`src/rtl/wb_reg_file_pkg.sv`:
```
// Shared sizing constants for the write-back stage and register file.
// Also holds the per-register write-enable helper used by the array.
package wb_reg_file_pkg;

  localparam int data_size = 32;
  localparam int addr_size = 5;
  localparam int NUM_REGS  = 1 << addr_size;
  localparam int NUM_READ_PORTS = 2;
  localparam logic [addr_size-1:0] REG_ZERO = '0;

  // A register index is writable only when it is not the hardwired zero.
  function automatic logic is_writable(input logic [addr_size-1:0] idx);
    return idx != REG_ZERO;
  endfunction

endpackage

```
`src/rtl/wb_data_sel.sv`:
```
// Write-back data select: memory read data versus ALU/PC result.
// The result is used both for the array write and for forwarding.
import wb_reg_file_pkg::*;

module wb_data_sel (
  input  logic                 mem_to_reg,
  input  logic [data_size-1:0] dm_read_data,
  input  logic [data_size-1:0] wd_data,
  output logic [data_size-1:0] write_data
);

  assign write_data = mem_to_reg ? dm_read_data : wd_data;

endmodule

```
`src/rtl/wb_reg_file.sv`:
```
// Write-back stage plus 32-entry architectural register file with two
// combinational read ports, same-cycle write-through bypass and a commit counter.
import wb_reg_file_pkg::*;

module wb_reg_file (
  input  logic                 clk,
  input  logic                 rst,
  input  logic                 WB_MemtoReg,
  input  logic                 WB_RegWrite,
  input  logic [data_size-1:0] WB_DM_Read_Data,
  input  logic [data_size-1:0] WB_WD_out,
  input  logic [addr_size-1:0] WB_WR_out,
  input  logic [addr_size-1:0] Read_addr_1,
  input  logic [addr_size-1:0] Read_addr_2,
  output logic [data_size-1:0] Read_data_1,
  output logic [data_size-1:0] Read_data_2,
  output logic [data_size-1:0] WB_Write_Data,
  output logic                 WB_Commit,
  output logic [31:0]          Commit_count
);

  logic [data_size-1:0] reg_file_reg [NUM_REGS];
  logic [31:0]          commit_count_reg;
  logic [31:0]          commit_count_next;

  logic [addr_size-1:0] rd_addr [NUM_READ_PORTS];
  logic [data_size-1:0] rd_data [NUM_READ_PORTS];

  wb_data_sel u_wb_data_sel (
    .mem_to_reg   (WB_MemtoReg),
    .dm_read_data (WB_DM_Read_Data),
    .wd_data      (WB_WD_out),
    .write_data   (WB_Write_Data)
  );

  assign WB_Commit         = WB_RegWrite && is_writable(WB_WR_out) && !rst;
  assign commit_count_next = commit_count_reg + 32'd1;
  assign Commit_count      = commit_count_reg;

  // Entry 0 is cleared by reset and never written, since a commit needs a nonzero index.
  always_ff @(posedge clk) begin
    if (rst) begin
      for (int i = 0; i < NUM_REGS; i++) begin
        reg_file_reg[i] <= '0;
      end
      commit_count_reg <= '0;
    end else if (WB_Commit) begin
      reg_file_reg[WB_WR_out] <= WB_Write_Data;
      commit_count_reg        <= commit_count_next;
    end
  end

  assign rd_addr[0]  = Read_addr_1;
  assign rd_addr[1]  = Read_addr_2;
  assign Read_data_1 = rd_data[0];
  assign Read_data_2 = rd_data[1];

  generate
    for (genvar gi = 0; gi < NUM_READ_PORTS; gi++) begin : g_read_port
      always_comb begin
        rd_data[gi] = reg_file_reg[rd_addr[gi]];
        if (rst || (rd_addr[gi] == REG_ZERO)) begin
          rd_data[gi] = '0;
        end else if (WB_Commit && (rd_addr[gi] == WB_WR_out)) begin
          rd_data[gi] = WB_Write_Data;
        end
      end
    end
  endgenerate

endmodule

```
`config.mk`:
```
export PLATFORM = sky130hd
export DESIGN_NAME = wb_reg_file
export DESIGN_NICKNAME = d
export VERILOG_FILES = /design/src/rtl/wb_reg_file_pkg.sv /design/src/rtl/wb_data_sel.sv /design/src/rtl/wb_reg_file.sv
export SDC_FILE = /design/constraint.sdc
export NUM_CORES = 2
export LEC_CHECK = 0
export BUFFER_PORTS_ARGS = -buffer_cell sky130_fd_sc_hd__buf_2
export CAP_MARGIN = 0
export CORE_UTILIZATION = 25
export CTS_BUF_LIST = sky130_fd_sc_hd__clkbuf_4 sky130_fd_sc_hd__clkbuf_8
export CTS_CLUSTER_SIZE = 16
export DETAILED_ROUTE_END_ITERATION = 12
export PLACE_DENSITY_LB_ADDON = 0.3
export SYNTH_ARGS = -nofsm -noshare
export SYNTH_HDL_FRONTEND = slang
export SYNTH_SLANG_ARGS = --single-unit
```
`constraint.sdc`:
```
create_clock -name clk -period 3.1 [get_ports clk]
set_input_delay 0.31 -clock clk [delete_from_list [all_inputs] [get_ports clk]]
set_output_delay 0.31 -clock clk [all_outputs]
set_load 0.01 [all_outputs]
```
== Yosys cells after proc, flatten, opt, wreduce, memory -nomap -nowiden ==
Memories as Yosys holds them, arrays and structs flattened.
Index checks and enable logic that the tools add are counted.
Storage, ports and cells
  logic and storage cells: 29
  output and inout bits: 129
  bits in registers: 32
  memories: 1
  memory bits (writable): 1024
  input port bits: 83
Memory list
  reg_file_reg: depth 32, bits a word 32, rd ports 2, clocked after memory_dff 0, write ports 32, RTL line wb_reg_file.sv:22  | logic [data_size-1:0] reg_file_reg [NUM_REGS];
Operators by class
  equal/unequal tests: 2
  reductions and logical operators: 11
  add/subtract/negate cells: 1
  multiplexer cells: 13
Operators with widths (count)
  two-way mux 32 bit: 6
  adder 32 x 1 -> 32 bit (second input constant): 1
  OR reduction 32 bit: 1
  == test 5 bit: 2
  logical NOT 5 bit: 2
  two-way mux 1 bit: 6
  two-way mux 5 bit: 1
  nonzero test 5 bit: 1
  logical AND 1 bit: 4
  logical OR 1 bit: 2
  logical NOT 1 bit: 1

== Depth between registers and ports, before layout ==
  word-level depth: 8
  depth in mapped cells: 10
  depth with buffers taken out: 5

== By module ==
A second synthesis with hierarchy kept.
Second synthesis, totals
  cell total of the unflattened synthesis: 3976
  area total of the unflattened synthesis: 56939.6 um^2
Modules (own cells, without submodules)
  wb_reg_file: times used 1, cells each 3940, area each 56395.3 um^2
  wb_data_sel: times used 1, cells each 36, area each 544.3 um^2

== Worst setup path after synthesis ==
No wires, ideal clock.
  path type: input-to-reg
  start point: in WB_WR_out[2]
  end point: mem reg_file_reg[16][0], enable pin
  path slack: 0.352 ns
  arrival: 2.270 ns
  buffers on the path: 2
  stages on the path: 7
  cell sequence: or3_1 o211ai_2 buf_2 nor2_1 nand2_1 clkbuf_1 nand2_1
RTL lines
  from (decl): RTL line wb_reg_file.sv:12  | input logic [addr_size-1:0] WB_WR_out,
  to (decl): RTL line wb_reg_file.sv:22

==> flow_metrics.env <==
export IMPL_clockBufferDepth=3
export IMPL_most_common_layout_cells="1106 x nor2_1, 1024 x edfxtp_1, 413 x mux4_2, 259 x mux2i_1, 245 x buf_4"
export IMPL_power_internal_mw=24.8
export IMPL_slowest_stage="mux4_2"
export IMPL_tritoncts="done"
export IMPL_peakVddDrop_uv=463
export IMPL_start_util_pct=25.3
export IMPL_synth_edf_count=1024
export IMPL_synth_seq_cells=1056
export IMPL_ys_seq_area_share_pct=57.7
export IMPL_crit_buf_inv=1
export IMPL_finalHoldViolations=0
export IMPL_nets=4440
export IMPL_grt_pass1_vias=38900
export IMPL_place_area_um2=61700
export IMPL_io_pins=212
export IMPL_via_count=38600
export IMPL_pwr_share_comb_pct=15.6
export IMPL_routabilityCongestion=0.888
export IMPL_yosys_warnings=0
export IMPL_crit_path_cell_trace="mux4_2 > mux4_2 > nor2b_4 > a221o_2 > buf_6"
export IMPL_start_kind="flop"
export IMPL_leakagePower_nw=23.6
export IMPL_drtPass1Iterations=6
export IMPL_clock_latency_ns=0.92
export IMPL_status="finished with violations"
export IMPL_hp_class="primary input to flop"
export IMPL_dp_slack_ns=0.0776
export IMPL_avgSynthCellArea_um2=13.6
export IMPL_core_area_um2=215000
export IMPL_via_per_inst=5.27
export IMPL_drc=0
export IMPL_power_mw=34.2
export IMPL_area_delta_synth_final_pct=21.3
export IMPL_htreeDepth=4
export IMPL_finalMaxSlewViolations=0
export IMPL_synth_ff_type="edfxtp_1"
export IMPL_design_area_um2=66100
export IMPL_crit_path_end_kind="output port"
export IMPL_drt_total_wl_um=214000
export IMPL_cts_root_buf="clkbuf_8"
export IMPL_crit_type="flop to output port"
export IMPL_drive_gt1_share_pct=32.4
export IMPL_critPathTopFamily="multiplexers"
export IMPL_final_common_cell="nor2_1"
export IMPL_row_count=170
export IMPL_violations="setup timing"
export IMPL_power_frac_clock_pct=35.2
export IMPL_slew_headroom_pct=15.3
export IMPL_ant_nets=0
export IMPL_syn_instance_count=3999
export IMPL_max_freq_mhz=293
export IMPL_antenna_found_initial=6
export IMPL_p_sw_share_pct=27.5
export IMPL_tightest_slew_ns=1.27
export IMPL_syn_cell_area_um2=54400
export IMPL_die_y_um=469
export IMPL_cp_common_cell="mux4_2"
export IMPL_drtIter0Drc=4478
export IMPL_maxCapViolations=0
export IMPL_hpwl_um=133000
export IMPL_post_route_min_period_ns=3.41
export IMPL_final_util_pct=30.7
export IMPL_clkSinkCount=1056
export IMPL_cts_reportedPaths_clkPinSlew_ns=0.06
export IMPL_slowest_delay_ns=0.57
export IMPL_wire_per_inst_um=29.2
export IMPL_required_ns=2.79
export IMPL_cts_buffers=169
export IMPL_synth_async_reset_ratio_pct=0
export IMPL_timing_final_crit_share_pct=110
export IMPL_setup_ws_ns=-0.307
export IMPL_rsz0062_at_grt="yes"
export IMPL_power_switching_mw=9.39
export IMPL_largest_register_ffs=1024
export IMPL_io_buffer_count=211
export IMPL_grt_use_total_pct=19.1
export IMPL_die_area_um2=220000
export IMPL_powerDensity_nw_per_um2=517
export IMPL_finalSetupViolations=40
export IMPL_cp_max_fo=2
export IMPL_p_seq_share_pct=49.1
export IMPL_gr_total_overflow=0
export IMPL_worst_ep_arrival_time_ns=3.10
export IMPL_die_w_um=469
export IMPL_fin_skew_ns=0.0186
export IMPL_ys_types=48
export IMPL_grt_pass1_wl_um=297000
export IMPL_grt_max_degree=53
==> per-layer routing <==
metal	track usage (%)	routed length [um]	vias to the layer above
li1	-	-	16000
met1	23.1	81500	20300
met2	32.8	107000	1753
met3	2.83	13600	458
met4	10.2	12100	8
met5	0	55	-
==> tightest hold or removal path: stages <==
cell and delay [ns]:
buf_2 0.10, mux2i_4 0.06, buf_4 0.26, nor2_1 0.15
==> cell usage after synthesis (all sizes together) (6+ instances only) <==
master / count / area share (%)
nand3: 9 / 0.083
clkbuf: 320 / 2.2
o21ai: 13 / 0.12
a2111o: 32 / 0.66
a21oi: 47 / 0.43
edfxtp: 1024 / 56
nand2: 111 / 0.77
dfxtp: 32 / 1.2
nor2: 1116 / 7.7
nand4: 8 / 0.092
o21bai: 33 / 0.46
a22oi: 129 / 1.8
nor4: 6 / 0.069
mux2i: 292 / 5.4
inv: 42 / 0.29
a221oi: 130 / 2.1
xor2: 6 / 0.097
or3: 13 / 0.15
buf: 94 / 1.0
nor3: 10 / 0.092
mux4: 413 / 17
nor2b: 36 / 0.41
a221o: 32 / 0.59
xnor2: 21 / 0.34
==> final cells by class <==
| type | instances | area, um2 |
|---|---|---|
| diodes | 2 | 5.00 |
| fillers | 21500 | 149000 |
| multi-input cells | 2518 | 22500 |
| inverters | 42 | 159 |
| clock inverters | 65 | 410 |
| clock buffers | 231 | 2830 |
| well taps | 2838 | 3550 |
| flip-flops and latches | 1056 | 31400 |
| repair buffers | 569 | 5190 |
==> stage by stage <==
stage	setup TNS [ns]	hold WS, ns	cells
4_1_cts	-9.89	0.00197	7305
6_report	-6.65	0.0821	7321
3_5_place_dp	0	0.488	6978
2_1_floorplan	0	0.507	4030
3_3_place_gp	0	0.472	6978
5_1_grt	-10.45	0.0495	7320
==> timing repair <==
item	in CTS	in global routing
hold buffers	22	0
setup endpoints to repair	63	58
endpoints found under the hold margin	234	0
setup buffers	9	15
pin swaps	77	23
resized for setup	114	42
==> worst paths after layout <==
| path | from | end | slack, ns | cells after the start |
|---|---|---|---|---|
| worst max-delay path | reg_file_reg[15][27]$_SDFFCE_PN0P_ | Read_data_2[27] | -0.31 | 5 |
| worst min-delay path | WB_DM_Read_Data[18] | reg_file_reg[12][18]$_SDFFCE_PN0P_ | 0.08 | 4 |
| worst max register to register | Commit_count[7]$_SDFFE_PP0P_ | Commit_count[26]$_SDFFE_PP0P_ | 0.73 | 5 |
| worst min register to register | Commit_count[31]$_SDFFE_PP0P_ | Commit_count[31]$_SDFFE_PP0P_ | 0.49 | 2 |
==> power groups by stage <==
stage | registers (mW) | logic (mW) | clock network (mW)
CTS | 16.8 | 5.25 | 12.3
global placement | 17.0 | 5.05 | 0
finish | 16.8 | 5.34 | 12.0
detailed placement | 17.1 | 5.06 | 0
global route | 16.9 | 5.51 | 12.8
floorplan | 16.9 | 2.80 | 0
==> kinds of logic after synthesis <==
kind of cell | Yosys count | synth area share (%)
and+or+nand+nor | 1328 | 9.63
DFF | 1056 | 57.7
muxes | 706 | 22.5
buffers and inverters | 456 | 3.49
AOI/OAI and AO/OA | 424 | 6.29
xor gates and xnor gates | 27 | 0.434
adders and majority gates | 1 | 0.0230
other | 1 | 0.00689
Note: power is estimated with default switching activity, not from simulation.
